==> src/rtl/tcm_port_arbiter.sv <==
`default_nettype none
// ============================================================================
// Module   : tcm_port_arbiter
// Purpose  : Shares one single-port TCM SRAM among three requesters: core
//            instruction fetch (I), core load/store (D) and an external
//            loader/debug port (X). One access per cycle, fixed one-cycle
//            response latency. X has priority, I/D alternate round-robin, and
//            a burst guard stops X from starving the core indefinitely.
// Ports    : clk, rst_n (async, active low), ext_lock (X-only loader phase)
//            i_*  : fetch port (read only)   req/addr -> gnt/rvalid/rdata
//            d_*  : load/store port          req/we/wstrb/addr/wdata -> gnt/rvalid/rdata
//            x_*  : loader/debug port        same shape as d_*
//            sram_* : SRAM strobe, byte write enables, address, data in/out
// Revision : 1.0 - initial release
// ============================================================================
module tcm_port_arbiter #(
  parameter int ADDR_W        = 15,
  parameter int DATA_W        = 32,
  parameter int MAX_EXT_BURST = 8
) (
  input  logic                  clk,
  input  logic                  rst_n,
  input  logic                  ext_lock,
  // Instruction fetch
  input  logic                  i_req,
  input  logic [ADDR_W-1:0]     i_addr,
  output logic                  i_gnt,
  output logic                  i_rvalid,
  output logic [DATA_W-1:0]     i_rdata,
  // Load/store
  input  logic                  d_req,
  input  logic                  d_we,
  input  logic [DATA_W/8-1:0]   d_wstrb,
  input  logic [ADDR_W-1:0]     d_addr,
  input  logic [DATA_W-1:0]     d_wdata,
  output logic                  d_gnt,
  output logic                  d_rvalid,
  output logic [DATA_W-1:0]     d_rdata,
  // External loader/debug
  input  logic                  x_req,
  input  logic                  x_we,
  input  logic [DATA_W/8-1:0]   x_wstrb,
  input  logic [ADDR_W-1:0]     x_addr,
  input  logic [DATA_W-1:0]     x_wdata,
  output logic                  x_gnt,
  output logic                  x_rvalid,
  output logic [DATA_W-1:0]     x_rdata,
  // SRAM
  output logic                  sram_en,
  output logic [DATA_W/8-1:0]   sram_we,
  output logic [ADDR_W-1:0]     sram_addr,
  output logic [DATA_W-1:0]     sram_wdata,
  input  logic [DATA_W-1:0]     sram_rdata
);

  localparam int                CNT_W       = $clog2(MAX_EXT_BURST + 1);
  localparam logic [CNT_W-1:0]  C_BURST_MAX = CNT_W'(MAX_EXT_BURST);

  typedef enum logic       {RR_I = 1'b0, RR_D = 1'b1} rr_e;
  typedef enum logic [1:0] {OWN_NONE = 2'd0, OWN_I = 2'd1, OWN_D = 2'd2, OWN_X = 2'd3} own_e;

  rr_e              rr_q, rr_d;
  logic [CNT_W-1:0] burst_cnt_q, burst_cnt_d;
  own_e             owner_q, owner_d;
  logic             owner_we_q, owner_we_d;

  logic w_id_req;
  logic w_pick_i;
  logic w_pick_d;
  logic w_guard;

  // Grant decode. Grants are also gated by rst_n so that nothing reaches the
  // SRAM while reset is held, even if requesters keep their req lines high.
  always_comb begin
    w_id_req = !ext_lock && (i_req || d_req);
    // A lone requester always wins; with both present rr_q breaks the tie.
    w_pick_i = i_req && (!d_req || (rr_q == RR_I));
    w_pick_d = d_req && (!i_req || (rr_q == RR_D));
    // Once X has taken MAX_EXT_BURST grants in a row over a waiting core,
    // the core gets the next slot.
    w_guard  = w_id_req && (burst_cnt_q == C_BURST_MAX);
    x_gnt    = rst_n && x_req && !w_guard;
    i_gnt    = rst_n && !ext_lock && !x_gnt && w_pick_i;
    d_gnt    = rst_n && !ext_lock && !x_gnt && w_pick_d;
  end

  // SRAM bus mux from whichever port holds the grant; all zero when idle.
  always_comb begin
    sram_en    = x_gnt || i_gnt || d_gnt;
    sram_we    = '0;
    sram_addr  = '0;
    sram_wdata = '0;
    if (x_gnt) begin
      sram_we    = x_we ? x_wstrb : '0;
      sram_addr  = x_addr;
      sram_wdata = x_wdata;
    end else if (d_gnt) begin
      sram_we    = d_we ? d_wstrb : '0;
      sram_addr  = d_addr;
      sram_wdata = d_wdata;
    end else if (i_gnt) begin
      sram_addr  = i_addr;
    end
  end

  // Next-state: round-robin pointer, burst counter, response owner tag.
  always_comb begin
    rr_d = rr_q;
    if (i_gnt) begin
      rr_d = RR_D;
    end else if (d_gnt) begin
      rr_d = RR_I;
    end

    burst_cnt_d = burst_cnt_q;
    if (ext_lock || i_gnt || d_gnt || !(i_req || d_req)) begin
      burst_cnt_d = '0;
    end else if (x_gnt && (burst_cnt_q != C_BURST_MAX)) begin
      burst_cnt_d = burst_cnt_q + 1'b1;
    end

    owner_d    = OWN_NONE;
    owner_we_d = 1'b0;
    if (x_gnt) begin
      owner_d    = OWN_X;
      owner_we_d = x_we;
    end else if (d_gnt) begin
      owner_d    = OWN_D;
      owner_we_d = d_we;
    end else if (i_gnt) begin
      owner_d    = OWN_I;
    end
  end

  // Async reset clears the owner tag, so a response due right after reset
  // asserts is simply never presented.
  always_ff @(posedge clk or negedge rst_n) begin
    if (!rst_n) begin
      rr_q        <= RR_I;
      burst_cnt_q <= '0;
      owner_q     <= OWN_NONE;
      owner_we_q  <= 1'b0;
    end else begin
      rr_q        <= rr_d;
      burst_cnt_q <= burst_cnt_d;
      owner_q     <= owner_d;
      owner_we_q  <= owner_we_d;
    end
  end

  // Response steering: only the owning port sees rvalid and read data;
  // write acks return zero data.
  always_comb begin
    i_rvalid = (owner_q == OWN_I);
    d_rvalid = (owner_q == OWN_D);
    x_rvalid = (owner_q == OWN_X);
    i_rdata  = i_rvalid ? sram_rdata : '0;
    d_rdata  = (d_rvalid && !owner_we_q) ? sram_rdata : '0;
    x_rdata  = (x_rvalid && !owner_we_q) ? sram_rdata : '0;
  end

endmodule
`default_nettype wire

==> config.mk <==
export PLATFORM = sky130hd
export DESIGN_NAME = tcm_port_arbiter
export DESIGN_NICKNAME = d
export VERILOG_FILES = /design/src/rtl/tcm_port_arbiter.sv
export SDC_FILE = /design/constraint.sdc
export NUM_CORES = 1
export LEC_CHECK = 0
export ABC_AREA = 1
export ABC_CLOCK_PERIOD_IN_PS = 1800
export CORE_AREA = 2 2 119 121
export CTS_CLUSTER_DIAMETER = 80
export DETAILED_ROUTE_END_ITERATION = 16
export DIE_AREA = 0 0 121 123
export REMOVE_ABC_BUFFERS = 1
export SLEW_MARGIN = 5
export SYNTH_ARGS = -nofsm -noshare
export SYNTH_HDL_FRONTEND = slang
export SYNTH_SLANG_ARGS = --single-unit
==> constraint.sdc <==
create_clock -name clk -period 1.8 [get_ports clk]
set_input_delay 0.18 -clock clk [delete_from_list [all_inputs] [get_ports clk]]
set_output_delay 0.18 -clock clk [all_outputs]
set_load 0.02 [all_outputs]
Word level (Yosys, flattened, before mapping)
Index checks and enable logic that the tools add are counted.
{"block": "totals", "reg_bits": 8, "latch_bits": 0, "ram_bits": 0, "romBits": 0, "input_bits": 157, "output_inout_bits": 154, "elab_cells": 62, "memories": 0}
{"block": "classes", "n_addsub": 1, "mul": 0, "div": 0, "n_lt_le_gt_ge": 0, "n_eq_ne": 5, "n_shift": 0, "muxes": 21, "bitwise": 1, "n_reduce_logical": 30}
{"cell": "$mux 32", "count": 5}
{"cell": "$mux 15", "count": 3}
{"cell": "$mux 4", "count": 6}
{"cell": "$logic_and 1x1->1", "count": 13}
{"cell": "$logic_or 1x1->1", "count": 8}
{"cell": "$logic_not 1->1", "count": 7}
{"cell": "$mux 1", "count": 5}
{"cell": "$add 4x1->4 const B", "count": 1}
{"cell": "$eq 2x2->1 const B", "count": 2}
{"cell": "$eq 4x4->1 const B", "count": 1}
{"cell": "$mux 2", "count": 2}
{"cell": "$ne 4x4->1 const B", "count": 1}
{"cell": "$reduce_bool 2->1", "count": 2}
{"cell": "$eq 2x1->1 const B", "count": 1}
{"cell": "$not 1->1", "count": 1}

Depth between registers and ports, before layout
{"block": "logic_depth", "ltp_word": 12, "depth_mapped": 11, "depth_no_buf": 10}

Worst setup path before layout
OpenSTA, ideal clock, no wires.
{"block": "synth_path", "path_kind": "reg2out", "from": "register burst_cnt_q[0]", "to": "output port sram_we[0]", "arrival_ns": 1.542, "t_required_ns": 1.620, "slack_ns": 0.078, "stages_incl_launch_ff": 9, "path_buffers": 0, "cell_sequence": "dfrtp_1 inv_1 ha_1 nand2_1 nor2_1 nand2_1 nand2_4 nand3_4 o21ai_0"}
{"block": "synth_via", "elab_chain_cells": 9}
{"item": "start: declaration", "line": "63", "rtl": "logic [CNT_W-1:0] burst_cnt_q, burst_cnt_d;"}
{"item": "start signal: assignment", "line": "145", "rtl": "burst_cnt_q <= burst_cnt_d;"}
{"item": "$eq 4x4->1 *", "line": "81", "rtl": "w_guard = w_id_req && (burst_cnt_q == C_BURST_MAX);"}
{"item": "$logic_and 1x1->1 *", "line": "81"}
{"item": "$logic_not 1->1 *", "line": "82", "rtl": "x_gnt = rst_n && x_req && !w_guard;"}
{"item": "$logic_and 1x1->1 *", "line": "82"}
{"item": "$logic_not 1->1", "line": "84", "rtl": "d_gnt = rst_n && !ext_lock && !x_gnt && w_pick_d;"}
{"item": "$logic_and 1x1->1 (2 in series)", "line": "84"}
{"item": "$mux 4", "line": "97", "rtl": "end else if (d_gnt) begin"}
{"item": "$mux 4 *", "line": "93", "rtl": "if (x_gnt) begin"}
{"item": "end: declaration", "line": "50", "rtl": "output logic [DATA_W/8-1:0] sram_we,"}
Mark *: on every way between the ends. The rest lies on a longest branch, timed or not.

Final worst setup path
{"block": "layout_path", "from": "register burst_cnt_q[0]", "to": "output port sram_wdata[8]"}
{"block": "layout_via", "elab_chain_cells": 9}
{"item": "$eq 4x4->1 *", "line": "81"}
{"item": "$logic_and 1x1->1 *", "line": "81"}
{"item": "$logic_not 1->1 *", "line": "82"}
{"item": "$logic_and 1x1->1 *", "line": "82"}
{"item": "$logic_not 1->1", "line": "84"}
{"item": "$logic_and 1x1->1 (2 in series)", "line": "84"}
{"item": "$mux 32", "line": "97"}
{"item": "$mux 32 *", "line": "93"}
{"item": "end: declaration", "line": "52", "rtl": "output logic [DATA_W-1:0] sram_wdata,"}
Marked as above.

==> results_dict.tcl <==
set metrics [dict create \
    ys.flop_type "dfrtp_1" \
    drc 0 \
    cp_common_cell "nand2_2" \
    die_area_um2 14900 \
    dp_hpwl_um 11000 \
    yosysWarnings 0 \
    peakVddDrop_v 0.000226 \
    wl_per_cell_um 16.1 \
    clock_tree.root_cell "clkbuf_16" \
    area_growth_pct 219 \
    fin_nets 883 \
    crit_chain "inv_2 -> ha_4 -> nand2_4 -> nor2_4 -> nand2_2 -> nand2_4 -> buf_12 -> nand3_4 -> inv_8 -> clkbuf_16 -> nand2_2 -> nand2_2 -> buf_6" \
    p_comb_share_pct 70.8 \
    path_delay_family "buffers and inverters" \
    internal-power_w 0.00122 \
    violations "negative setup slack" \
    ys_top_cells_by_area "nand2_1 24%, nor2_1 21%, dfrtp_1 10%" \
    yosys-top-cells-count "124 x nand2_1, 106 x nor2_1, 45 x inv_1" \
    path_depth 13 \
    outcome "finished, violations left" \
    r2r-end "burst_cnt_q[0]" \
    cts_tree "built" \
    finalHoldViolations 0 \
    cts_buffers 3 \
    sequentialPowerShare_pct 10.3 \
    hp-class "in2async" \
    fp.dieW_um 121 \
    die_h_um 123 \
    initialDrtViolationCount 119 \
    finalPower_w 0.00197 \
    critical_path_required_ns 1.62 \
    crit_arrival_ns 1.85 \
    grt_max_degree 34 \
    worstSetupStartpoint "burst_cnt_q[0]" \
    routed-via-count 3830 \
    rsz0062_at_grt "yes" \
    diodes 0 \
    slew_headroom_pct 81.4 \
    antenna_found_initial 0 \
    yosys.area.top_type_share_pct 24.2 \
    grt_usage_pct 16.9 \
    core_um2 13600 \
    async_flop_share_pct 100 \
    worst_clock_skew_ns 0.00320 \
    fillers 1397 \
    yosys.area.top_type "nand2_1" \
    setup_tns_ns -10.01 \
    power_density_nw_per_um2 321 \
    p_clk_share_pct 18.9 \
    p_leak_nw 3.29 \
    switchingPower_w 0.000754 \
    wl_um 14500 \
    clk_path_buf_depth 2 \
    crit_end "sram_wdata[8]" \
    viasPerCell 4.25 \
    ys_ff_latch 8 \
    clk_latency_ns 0.23 \
    grt_pass1_wl_um 19800 \
    ant_nets 0 \
    grt_overflow 0 \
    swShare_pct 38.2 \
    startpoint_type "flip-flop" \
    crit_buf_inv 5 \
    finalWorstSetupSlack_ns -0.233 \
    tightest_slew_ns 0.276 \
    portBuffers 310 \
    num_rows 43 \
    setup_viol 56 \
    start_util_pct 14.1 \
    netlist_area_um2 1930 \
    critPathMaxStageDelay_ns 0.38 \
    cts.sinks 8 \
    top_level_ports 311 \
    r2r_start "burst_cnt_q[1]" \
    rrSetupSlack_ns -0.01 \
    clock.fmax_mhz 492 \
    cap_violations 0 \
    synth_cell_types 26 \
    drv_slew 0 \
    critical_path_class "reg2out" \
    synth-edff-count 0 \
    final.period_utilization_pct 113 \
    ff2ff_path_depth 13 \
    drive_above_1_share_pct 29.4 \
    netlist_instances 387 \
    gp_congestion 0.778 \
    clk_pin_slew_ns 0.04 \
    htreeDepth 1 \
    synth-seq-area-share_pct 10.4 \
    grt_pass1_vias 3720 \
    firstDrtPassIters 6 \
    post-synth-top-count-cell "nand2_1" \
    avgSynthCellArea_um2 4.98 \
    critPathSlowestCell "dfrtp_1" \
    fin_crit_ns 2.03 \
    endpoint_kind "output port" \
    path_max_fanout 6 \
]
what timing repair did:
action                                  CTS  global route
gates cloned                              7             6
hold buffers                              0             0
buffers inserted                          8             3
gates resized for setup                 444            94
endpoints found under the setup margin  146            63
pin swaps                                13            20
flip-flops by register name, indices dropped and copies added (netlist names):
register,count
owner_we_q,1
owner_q,2
rr_q,1
burst_cnt_q,4
per-stage QoR:
step / cell area, um^2 / util [%] / setup WS (ns) / hold WS [ns] / cells
finish: 6150 / 45.2 / -0.233 / 0.286 / 902
global route: 6150 / 45.2 / -0.323 / 0.301 / 902
CTS: 5780 / 42.5 / -0.255 / 0.291 / 896
detailed placement: 5390 / 39.6 / -0.534 / 0.535 / 879
global placement: 5390 / 39.6 / -0.564 / 0.542 / 879
floorplan: 1750 / - / -0.197 / -0.116 / 361
cell type report:
class	instances	area, um^2	share of cell area [%]
inverters	47	196	3.19
flip-flops and latches	8	200	3.25
multi-input cells	306	1670	27.1
clock buffers	3	75.1	1.22
repair buffers	358	3790	61.6
well taps	180	225	3.66
power groups by stage:
stage	clock, W	sequential [W]	combinational (W)
after floorplan	0	0.000203	0.000451
after global placement	0	0.000204	0.00126
after detailed placement	0	0.000205	0.00127
after CTS	0.000379	0.000203	0.00134
after global routing	0.000392	0.000204	0.00149
final	0.000372	0.000204	0.00140
cell families after synthesis:
logic type / share of synthesized area, %
and+or+nand+nor: 65.2
buffers and inverters: 18.5
AOI/OAI and AO/OA: 3.25
DFF: 10.4
xor gates and xnor gates: 1.36
adders and majority gates: 1.30
layer usage:
metal | part of all wire, % | wire length (um) | vias to the layer above | track usage [%]
met5 | 0 | 0 | - | 0
met4 | 1.1 | 156 | 0 | 3.13
met3 | 9.0 | 1300 | 10 | 3.55
met2 | 54 | 7820 | 212 | 33.4
met1 | 36 | 5220 | 1753 | 18.7
li1 | - | - | 1855 | -
cells in the final DEF (no fill, tap or decap), types with 4 or more instances in the layout:
cell             instances
buf_16                   4
nand2_1                 65
nor2_1                 104
buf_4                   27
buf_12                  14
clkbuf_16                8
inv_1                   42
dlygate4sd2_1           87
nor2_4                   4
nand3_2                 12
buf_6                   56
dfrtp_1                  8
nand4_1                 30
nand3_1                  4
nand2_4                  6
clkdlybuf4s50_1        158
nand2_2                 63
worst min path at each step:
stage	start	end	depth (start not counted)
floorplan	rst_n	burst_cnt_q[0]	0
global placement	rst_n	owner_we_q	2
detailed placement	rst_n	burst_cnt_q[0]	2
CTS	rst_n	burst_cnt_q[2]	2
global route	rst_n	burst_cnt_q[2]	2
finish	rst_n	burst_cnt_q[2]	2
No activity file was read; power rests on OpenSTA's default activity.
